[src/rtl/blink_pkg.sv]
// ============================================================================
//  blink_pkg : shared state encoding and default sizing for the LED blink
//              scheduler
//  Rev 1.0
// ============================================================================
`default_nettype none

package blink_pkg;

    typedef enum logic [1:0] {
        IDLE = 2'd0,
        RUN  = 2'd1,
        DONE = 2'd2
    } state_t;

    localparam int c_CLK_DIV  = 25000;
    localparam int c_PERIOD_W = 16;
    localparam int c_COUNT_W  = 8;

endpackage

`default_nettype wire

[src/rtl/tick_prescaler.sv]
// ============================================================================
//  tick_prescaler : free-running divider that emits a one-cycle tick every
//                   CLK_DIV enabled cycles; synchronous clear wins over enable
//  Rev 1.0
// ============================================================================
`default_nettype none

module tick_prescaler #(
    parameter int CLK_DIV = 4
) (
    input  logic clk,
    input  logic rst,
    input  logic clr,
    input  logic en,
    output logic tick
);

    localparam int                 c_CNT_W = $clog2(CLK_DIV);
    localparam logic [c_CNT_W-1:0] c_MAX   = c_CNT_W'(CLK_DIV - 1);

    logic [c_CNT_W-1:0] cnt_q;
    logic [c_CNT_W-1:0] cnt_d;

    always_comb begin
        cnt_d = cnt_q;
        if (clr) begin
            cnt_d = '0;
        end else if (en) begin
            cnt_d = (cnt_q == c_MAX) ? '0 : cnt_q + c_CNT_W'(1);
        end
    end

    always_ff @(posedge clk) begin
        if (rst) begin
            cnt_q <= '0;
        end else begin
            cnt_q <= cnt_d;
        end
    end

    assign tick = en && !clr && (cnt_q == c_MAX);

endmodule

`default_nettype wire

[src/rtl/blink_sched_ctrl.sv]
// ============================================================================
//  blink_sched_ctrl : command-driven LED blink sequencer; accepts
//                     {half-period, blink-count} and toggles oLEDR accordingly
//  Rev 1.0
// ============================================================================
`default_nettype none

module blink_sched_ctrl
    import blink_pkg::*;
#(
    parameter int CLK_DIV  = c_CLK_DIV,
    parameter int PERIOD_W = c_PERIOD_W,
    parameter int COUNT_W  = c_COUNT_W
) (
    input  logic                iCLK_50,
    input  logic                rst,
    input  logic                cmd_valid,
    output logic                cmd_ready,
    input  logic [PERIOD_W-1:0] cmd_half_period,
    input  logic [COUNT_W-1:0]  cmd_blinks,
    input  logic                abort,
    output logic                oLEDR,
    output logic                busy,
    output logic                done
);

    state_t              state_q;
    logic [PERIOD_W-1:0] period_q;
    logic [PERIOD_W-1:0] half_cnt_q;
    logic [COUNT_W-1:0]  rem_q;
    logic                led_q;
    logic                busy_q;
    logic                done_q;
    logic                ready_q;

    logic tick;
    logic cmd_accept;
    logic half_last;
    logic blink_end;
    logic last_blink;

    assign cmd_accept = (state_q == IDLE) && cmd_valid && ready_q;

    tick_prescaler #(
        .CLK_DIV (CLK_DIV)
    ) u_prescaler (
        .clk  (iCLK_50),
        .rst  (rst),
        .clr  (cmd_accept),
        .en   (state_q == RUN),
        .tick (tick)
    );

    // A blink ends with its low half, so the closing edge is the one that
    // would otherwise raise the LED again. rem_q==0 marks continuous mode.
    assign half_last  = (half_cnt_q == period_q - PERIOD_W'(1));
    assign blink_end  = tick && half_last && !led_q;
    assign last_blink = blink_end && (rem_q == COUNT_W'(1));

    always_ff @(posedge iCLK_50) begin
        if (rst) begin
            state_q    <= IDLE;
            period_q   <= '0;
            half_cnt_q <= '0;
            rem_q      <= '0;
            led_q      <= 1'b0;
            busy_q     <= 1'b0;
            done_q     <= 1'b0;
            ready_q    <= 1'b1;
        end else begin
            case (state_q)
                IDLE: begin
                    if (cmd_accept) begin
                        period_q   <= (cmd_half_period == '0) ? PERIOD_W'(1)
                                                              : cmd_half_period;
                        rem_q      <= cmd_blinks;
                        half_cnt_q <= '0;
                        led_q      <= 1'b1;
                        busy_q     <= 1'b1;
                        ready_q    <= 1'b0;
                        state_q    <= RUN;
                    end
                end
                RUN: begin
                    if (abort || last_blink) begin
                        led_q   <= 1'b0;
                        busy_q  <= 1'b0;
                        done_q  <= 1'b1;
                        state_q <= DONE;
                    end else if (tick) begin
                        if (half_last) begin
                            half_cnt_q <= '0;
                            led_q      <= ~led_q;
                            if (blink_end && (rem_q != '0)) begin
                                rem_q <= rem_q - COUNT_W'(1);
                            end
                        end else begin
                            half_cnt_q <= half_cnt_q + PERIOD_W'(1);
                        end
                    end
                end
                DONE: begin
                    done_q  <= 1'b0;
                    ready_q <= 1'b1;
                    state_q <= IDLE;
                end
                default: begin
                    led_q   <= 1'b0;
                    busy_q  <= 1'b0;
                    done_q  <= 1'b0;
                    ready_q <= 1'b1;
                    state_q <= IDLE;
                end
            endcase
        end
    end

    assign cmd_ready = ready_q;
    assign oLEDR     = led_q;
    assign busy      = busy_q;
    assign done      = done_q;

endmodule

`default_nettype wire
[config.mk]
export PLATFORM = sky130hd
export DESIGN_NAME = blink_sched_ctrl
export DESIGN_NICKNAME = d
export VERILOG_FILES = /design/src/rtl/blink_pkg.sv /design/src/rtl/tick_prescaler.sv /design/src/rtl/blink_sched_ctrl.sv
export SDC_FILE = /design/constraint.sdc
export NUM_CORES = 1
export LEC_CHECK = 0
export CORE_ASPECT_RATIO = 1.4
export CORE_MARGIN = 4
export CORE_UTILIZATION = 39
export DETAILED_ROUTE_END_ITERATION = 7
export SLEW_MARGIN = 20
export SYNTH_ARGS = -nofsm -noshare
export SYNTH_HDL_FRONTEND = slang
export SYNTH_SLANG_ARGS = --single-unit
[constraint.sdc]
create_clock -name iCLK_50 -period 3.6 [get_ports iCLK_50]
set_input_delay 0.36 -clock iCLK_50 [delete_from_list [all_inputs] [get_ports iCLK_50]]
set_output_delay 0.36 -clock iCLK_50 [all_outputs]
set_load 0.01 [all_outputs]
## Word level (Yosys, flattened, before mapping)

Index checks and enable logic that the tools add are counted.

- Flip-flop bits (word level): 61
- Input bits: 28
- Output and inout bits: 4
- Word-level logic and storage cells: 81

- $add $sub $neg: 4
- Equality and inequality tests: 13
- Mux-type cells: 27
- Bitwise operators: 4
- Reduce and logical (&&, ||, !) cells: 24

Operator list:

| operator | count |
|---|---|
| $mux W16 | 5 |
| $mux W8 | 5 |
| $pmux W16 S2 | 1 |
| $add A16 B1 Y16 const B | 1 |
| $eq A16 B16 Y1 | 1 |
| $logic_not A16 Y1 | 1 |
| $pmux W8 S2 | 1 |
| $sub A16 B1 Y16 const B | 1 |
| $add A15 B1 Y15 const B | 1 |
| $eq A15 B15 Y1 const B | 1 |
| $mux W15 | 1 |
| $ne A2 B2 Y1 const B | 5 |
| $eq A8 B1 Y1 const B | 1 |
| $logic_and A1 B1 Y1 | 8 |
| $reduce_and A2 Y1 | 4 |
| $reduce_and A4 Y1 | 2 |
| $reduce_bool A8 Y1 | 1 |
| $sub A8 B1 Y8 const B | 1 |
| $mux W1 | 7 |
| $ne A3 B3 Y1 const B | 2 |
| $pmux W1 S3 | 2 |
| $reduce_and A6 Y1 | 1 |
| $mux W2 | 2 |
| $not A1 Y1 | 4 |
| other kinds (11) | 13 |

## Depth between registers and ports, before layout

- Depth after elaboration: 14
- Gate-level depth with buffers: 12

## Hierarchy

From an unflattened synthesis, not the netlist that was laid out.

- Cell total of the unflattened synthesis: 449
- Area total of the unflattened synthesis: 3,753.6 um^2

By module, submodules not included:

| module | times used | cells an instance | area an instance (um^2) |
|---|---|---|---|
| blink_sched_ctrl | 1 | 369 | 3,044.2 |
| tick_prescaler | 1 | 80 | 709.4 |

## Worst setup path before layout

Ideal clock, no wire load.

- Path type: register to register
- From: register period_q[0]
- To: register half_cnt_q[9]
- Library setup time: 0.070 ns
- Arrival time: 2.625 ns
- Data required time: 3.530 ns
- Slack: 0.905 ns
- Stages on the path, launching flop included: 11
- Buffers on the path: 1
- Clock period less this slack: 2.695 ns
- Path through: dfxtp_1 -> inv_1 -> ha_1 -> nor3b_1 -> a31oi_1 -> a21o_1 -> a311oi_4 -> nor4_4 -> buf_6 -> or4_1 -> a21oi_1

- Cells in the longest elaborated chain, start to end: 8
- Elaborated cells between the ends (all ways): 12

RTL lines:

| what | RTL line | RTL |
|---|---|---|
| start: declaration | blink_sched_ctrl.sv:28 | `logic [PERIOD_W-1:0] period_q;` |
| start signal: assignment | blink_sched_ctrl.sv:74 | `period_q <= (cmd_half_period == '0) ? PERIOD_W'(1)` |
| $sub A16 B1 Y16 (*) | blink_sched_ctrl.sv:56 | `assign half_last = (half_cnt_q == period_q - PERIOD_W'(1));` |
| $eq A16 B16 Y1 (*) | blink_sched_ctrl.sv:56 |  |
| $logic_and A1 B1 Y1 (2 in series) | blink_sched_ctrl.sv:57 | `assign blink_end = tick && half_last && !led_q;` |
| $logic_and A1 B1 Y1 | blink_sched_ctrl.sv:58 | `assign last_blink = blink_end && (rem_q == COUNT_W'(1));` |
| $logic_or A1 B1 Y1 | blink_sched_ctrl.sv:85 | `if (abort \|\| last_blink) begin` |
| $ne A2 B2 Y1 (no source line) | -- |  |
| $reduce_and A4 Y1 (no source line) | -- |  |
| end signal: assignment | blink_sched_ctrl.sv:98 | `half_cnt_q <= half_cnt_q + PERIOD_W'(1);` |
| end: declaration | blink_sched_ctrl.sv:29 | `logic [PERIOD_W-1:0] half_cnt_q;` |

Every way passes the cells marked *; elsewhere a longest branch is shown, timed or not. The select of a mux whose other input is x is not followed.
A chain may end at the register's enable or synchronous reset.

## Worst setup path after layout

- From: register period_q[0]
- To: register half_cnt_q[14]

The elaborated chain is that of the path after synthesis.

==> impl_metrics.csv <==
group,metric,value,unit
yosys,synth-adder-area-share,0.0177,
setup_path,critPathLaunchType,"register",
grt,met2_usage,0.308,
timing,worstMarginPinSlew,835,ps
setup_path,cp-end-kind,"register",
timing,fin_skew,6.82,ps
die,io_pins,32,
routing,num_vias,3198,
die,row_count,40,
yosys,synth-async-reset-ratio,0,
power_and_ir_drop,leakage,1.52,nW
cts,htree_num_levels,3,
yosys,ys.flop_type,"dfxtp_1",
run,maxCapViolCount,0,
yosys,synth_nets,444,
yosys,synth_edf_count,0,
placed_design,gp_congestion,0.864,
grt,grt_pass1_vias,3112,
cts,clock_latency,340,ps
routing,dr.pass1.iters,4,
setup_path,cp_slowest_stage_delay,540,ps
timing,rsz0062_at_grt,"no",
grt,grt_max_degree,33,
grt,grt_pass1_wl,15.1,mm
setup_path,critPathTopFamily,"simple AND/OR/NAND/NOR gates",
setup_path,crit_fanout,32,
die,die_area,0.0107,mm2
setup_path,crit_path_top_delay_cell,"nor3b_1",
timing,fin_crit_sh,0.903,
hold_path,min_path_type,"register to register",
yosys,synth_cell_type_count,58,
routing,viasPerCell,5.80,
grt,met1_usage,0.204,
timing,finalWorstSetupSlack,351,ps
finish,finalInstanceArea,0.00424,mm2
die,die_y,121,um
timing,hold_violations,0,
finish,layout-drive-gt1-share,0.0807,
finish,diodes,0,
die,die_x,88.4,um
cts,clock-sinks,61,
placed_design,portBuffers,31,
routing,drt_wl_total,8.97,mm
finish,fillers,888,
cts,ctsResizeCount,0,
placed_design,dpl.hpwl,6.67,mm
setup_path,arrival,3520,ps
yosys,synth-simple-area-share,0.303,
yosys,synthCells,411,
grt,antenna_found_initial,0,
hold_path,min_from,"u_prescaler.cnt_q[1]",
yosys,ys_seq_elements,61,
timing,setup_tns,0,ps
routing,antenna_left,0,
yosys,syn_area_per_cell,8.60,um2
yosys,yosys_warnings,0,
cts,root_buffer,"clkbuf_16",
power_and_ir_drop,power_density,465,mW/mm2
yosys,synth_top_family_by_area,"simple AND/OR/NAND/NOR gates",
yosys,synth_compound_area_frac,0.203,
cts,clkTransAtPathRegs,60,ps
grt,gr-usage-all-layers,0.181,
yosys,yosysSeqAreaShare,0.346,
finish,syn2layout_area_growth,20.0,%
cts,cts_buffer_depth,2,
grt,busiest_layer,"met2",
setup_path,crit_chain,"inv_1 -> ha_1 -> nor3b_1 -> a31oi_1 -> a21o_1 -> a311oi_4 -> nor4_4 -> buf_4 -> or4_1 -> a21oi_1",
setup_path,cp.required,3870,ps
setup_path,cp-startpoint,"period_q[0]",
setup_path,cp.buffers_inverters,2,
status,status,"completed",
setup_path,path_class,"register to register",
cts,cts_hold_buf,0,
timing,relSlewSlack,0.439,
grt,overflow,0,
timing,timing.final.max_slew_violations,0,
grt,grt_use_met3,0.0300,
timing,setup_violations,0,
die,initial_core_util,0.406,
cts,cts_buffers,9,
yosys,synth-xor-area-share,0.0768,
yosys,netlist_area,0.00353,mm2
timing,clock.fmax,0.308,GHz
power_and_ir_drop,ir_drop,0.287,mV
timing,min_period,3250,ps
routing,drcViolationCount,0,
routing,avgRoutedWirePerCell,16.3,um
cts,cts_tree,"done",
cts,postCtsSetupBuffers,0,
finish,nets,474,
routing,first_iter_violations,99,
placed_design,post-place-ws,400,ps
setup_path,reg2reg_from,"period_q[0]",
die,core_area,0.00871,mm2
placed_design,place_area,0.00394,mm2
yosys,muxShareOfSynthArea,0.0170,
worst min-delay path, delay by kind of cell (launching register included):
| family | cells | cell delay, ps |
|---|---|---|
| simple gates | 1 | 60 |
| compound gates | 1 | 50 |
| flops | 1 | 320 |
power by group:
part	internal, mW	switching, mW
registers	0.708	0.0448
clock network	0.538	0.332
logic	0.155	0.195
total	1.40	0.572
final cells by class:
type	instances	area, um2	share of cell area
multi-input combinational	321	2180	0.515
inverter	9	33.8	0.00797
sequential	61	1220	0.288
tap	105	131	0.0310
clock buffer	9	225	0.0531
clock inverter	7	75.1	0.0177
timing repair buffer	39	370	0.0874
logic make-up after synthesis:
family,count (synthesis)
multiplexers,6
adder cells (fa/ha/maj),5
flip-flops,61
buffers and inverters,29
AO/OA/AOI/OAI,99
XOR/XNOR,31
AND/OR/NAND/NOR,180
sequential cells by signal, indices dropped and copies added, names as in the netlist:
signal,cells
busy,1
cmd_ready,1
done,1
half_cnt_q,16
oLEDR,1
period_q,16
rem_q,8
state_q,2
u_prescaler.cnt_q,15
cells in the mapped netlist (3+ instances only):
master | count | area [um2]
ha_1 | 5 | 62.6
nor4b_1 | 3 | 26.3
nand2_1 | 30 | 113
dfxtp_1 | 61 | 1220
a211oi_1 | 3 | 22.5
nor3_1 | 6 | 30.0
or3_1 | 10 | 62.6
and4_1 | 4 | 35.0
o21bai_1 | 3 | 22.5
inv_1 | 9 | 33.8
nor4_4 | 4 | 85.1
a22o_1 | 13 | 114
clkbuf_1 | 15 | 56.3
a211o_1 | 3 | 26.3
nor4_1 | 10 | 62.6
nor2_1 | 37 | 139
and2_1 | 4 | 25.0
mux2i_1 | 6 | 60.1
nand2b_1 | 6 | 37.5
nand4_1 | 11 | 68.8
o31ai_1 | 13 | 97.6
o211ai_1 | 4 | 30.0
nor3b_1 | 3 | 22.5
and4b_1 | 3 | 30.0
nand3_1 | 18 | 90.1
xnor2_1 | 12 | 105
a31oi_1 | 6 | 37.5
or4_1 | 13 | 97.6
o21ai_1 | 5 | 25.0
xor2_1 | 19 | 166
a21oi_1 | 29 | 145
o21ai_0 | 4 | 20.0
and3_1 | 6 | 37.5
metrics by stage:
step / instances / power (mW) / util / hold WS, ps
floorplan: 411 / 1.00 / - / 449
global placement: 535 / 1.11 / 0.452 / 469
detailed placement: 535 / 1.12 / 0.452 / 471
CTS: 551 / 1.99 / 0.487 / 478
global route: 551 / 2.06 / 0.487 / 501
finish: 551 / 1.97 / 0.487 / 476
worst paths after layout:
| check | slack [ps] | endpoint | cells past startpoint |
|---|---|---|---|
| worst min-delay path | 480 | u_prescaler.cnt_q[1] | 2 |
| worst min register to register | 480 | u_prescaler.cnt_q[1] | 2 |
| worst max register to register | 350 | half_cnt_q[14] | 10 |
| worst max-delay path | 350 | half_cnt_q[14] | 10 |
per-layer routing:
metal / vias up / wire length (um)
li1: 1604 / -
met3: 21 / 254
met2: 47 / 4630
met5: - / 0
met1: 1526 / 3760
met4: 0 / 316
cell usage in the layout (no fill, tap or decap), types with 8 or more instances in the layout:
cell / count
nand4_1: 11
xnor2_1: 12
o31ai_1: 13
clkdlybuf4s50_1: 31
xor2_1: 19
or3_1: 10
dfxtp_1: 61
nor2_1: 37
inv_1: 9
a22o_1: 13
nand2_1: 30
nor4_1: 10
a21oi_1: 29
buf_4: 8
or4_1: 13
nand3_1: 18
clkbuf_16: 9
(Power assumes the default switching activity.)
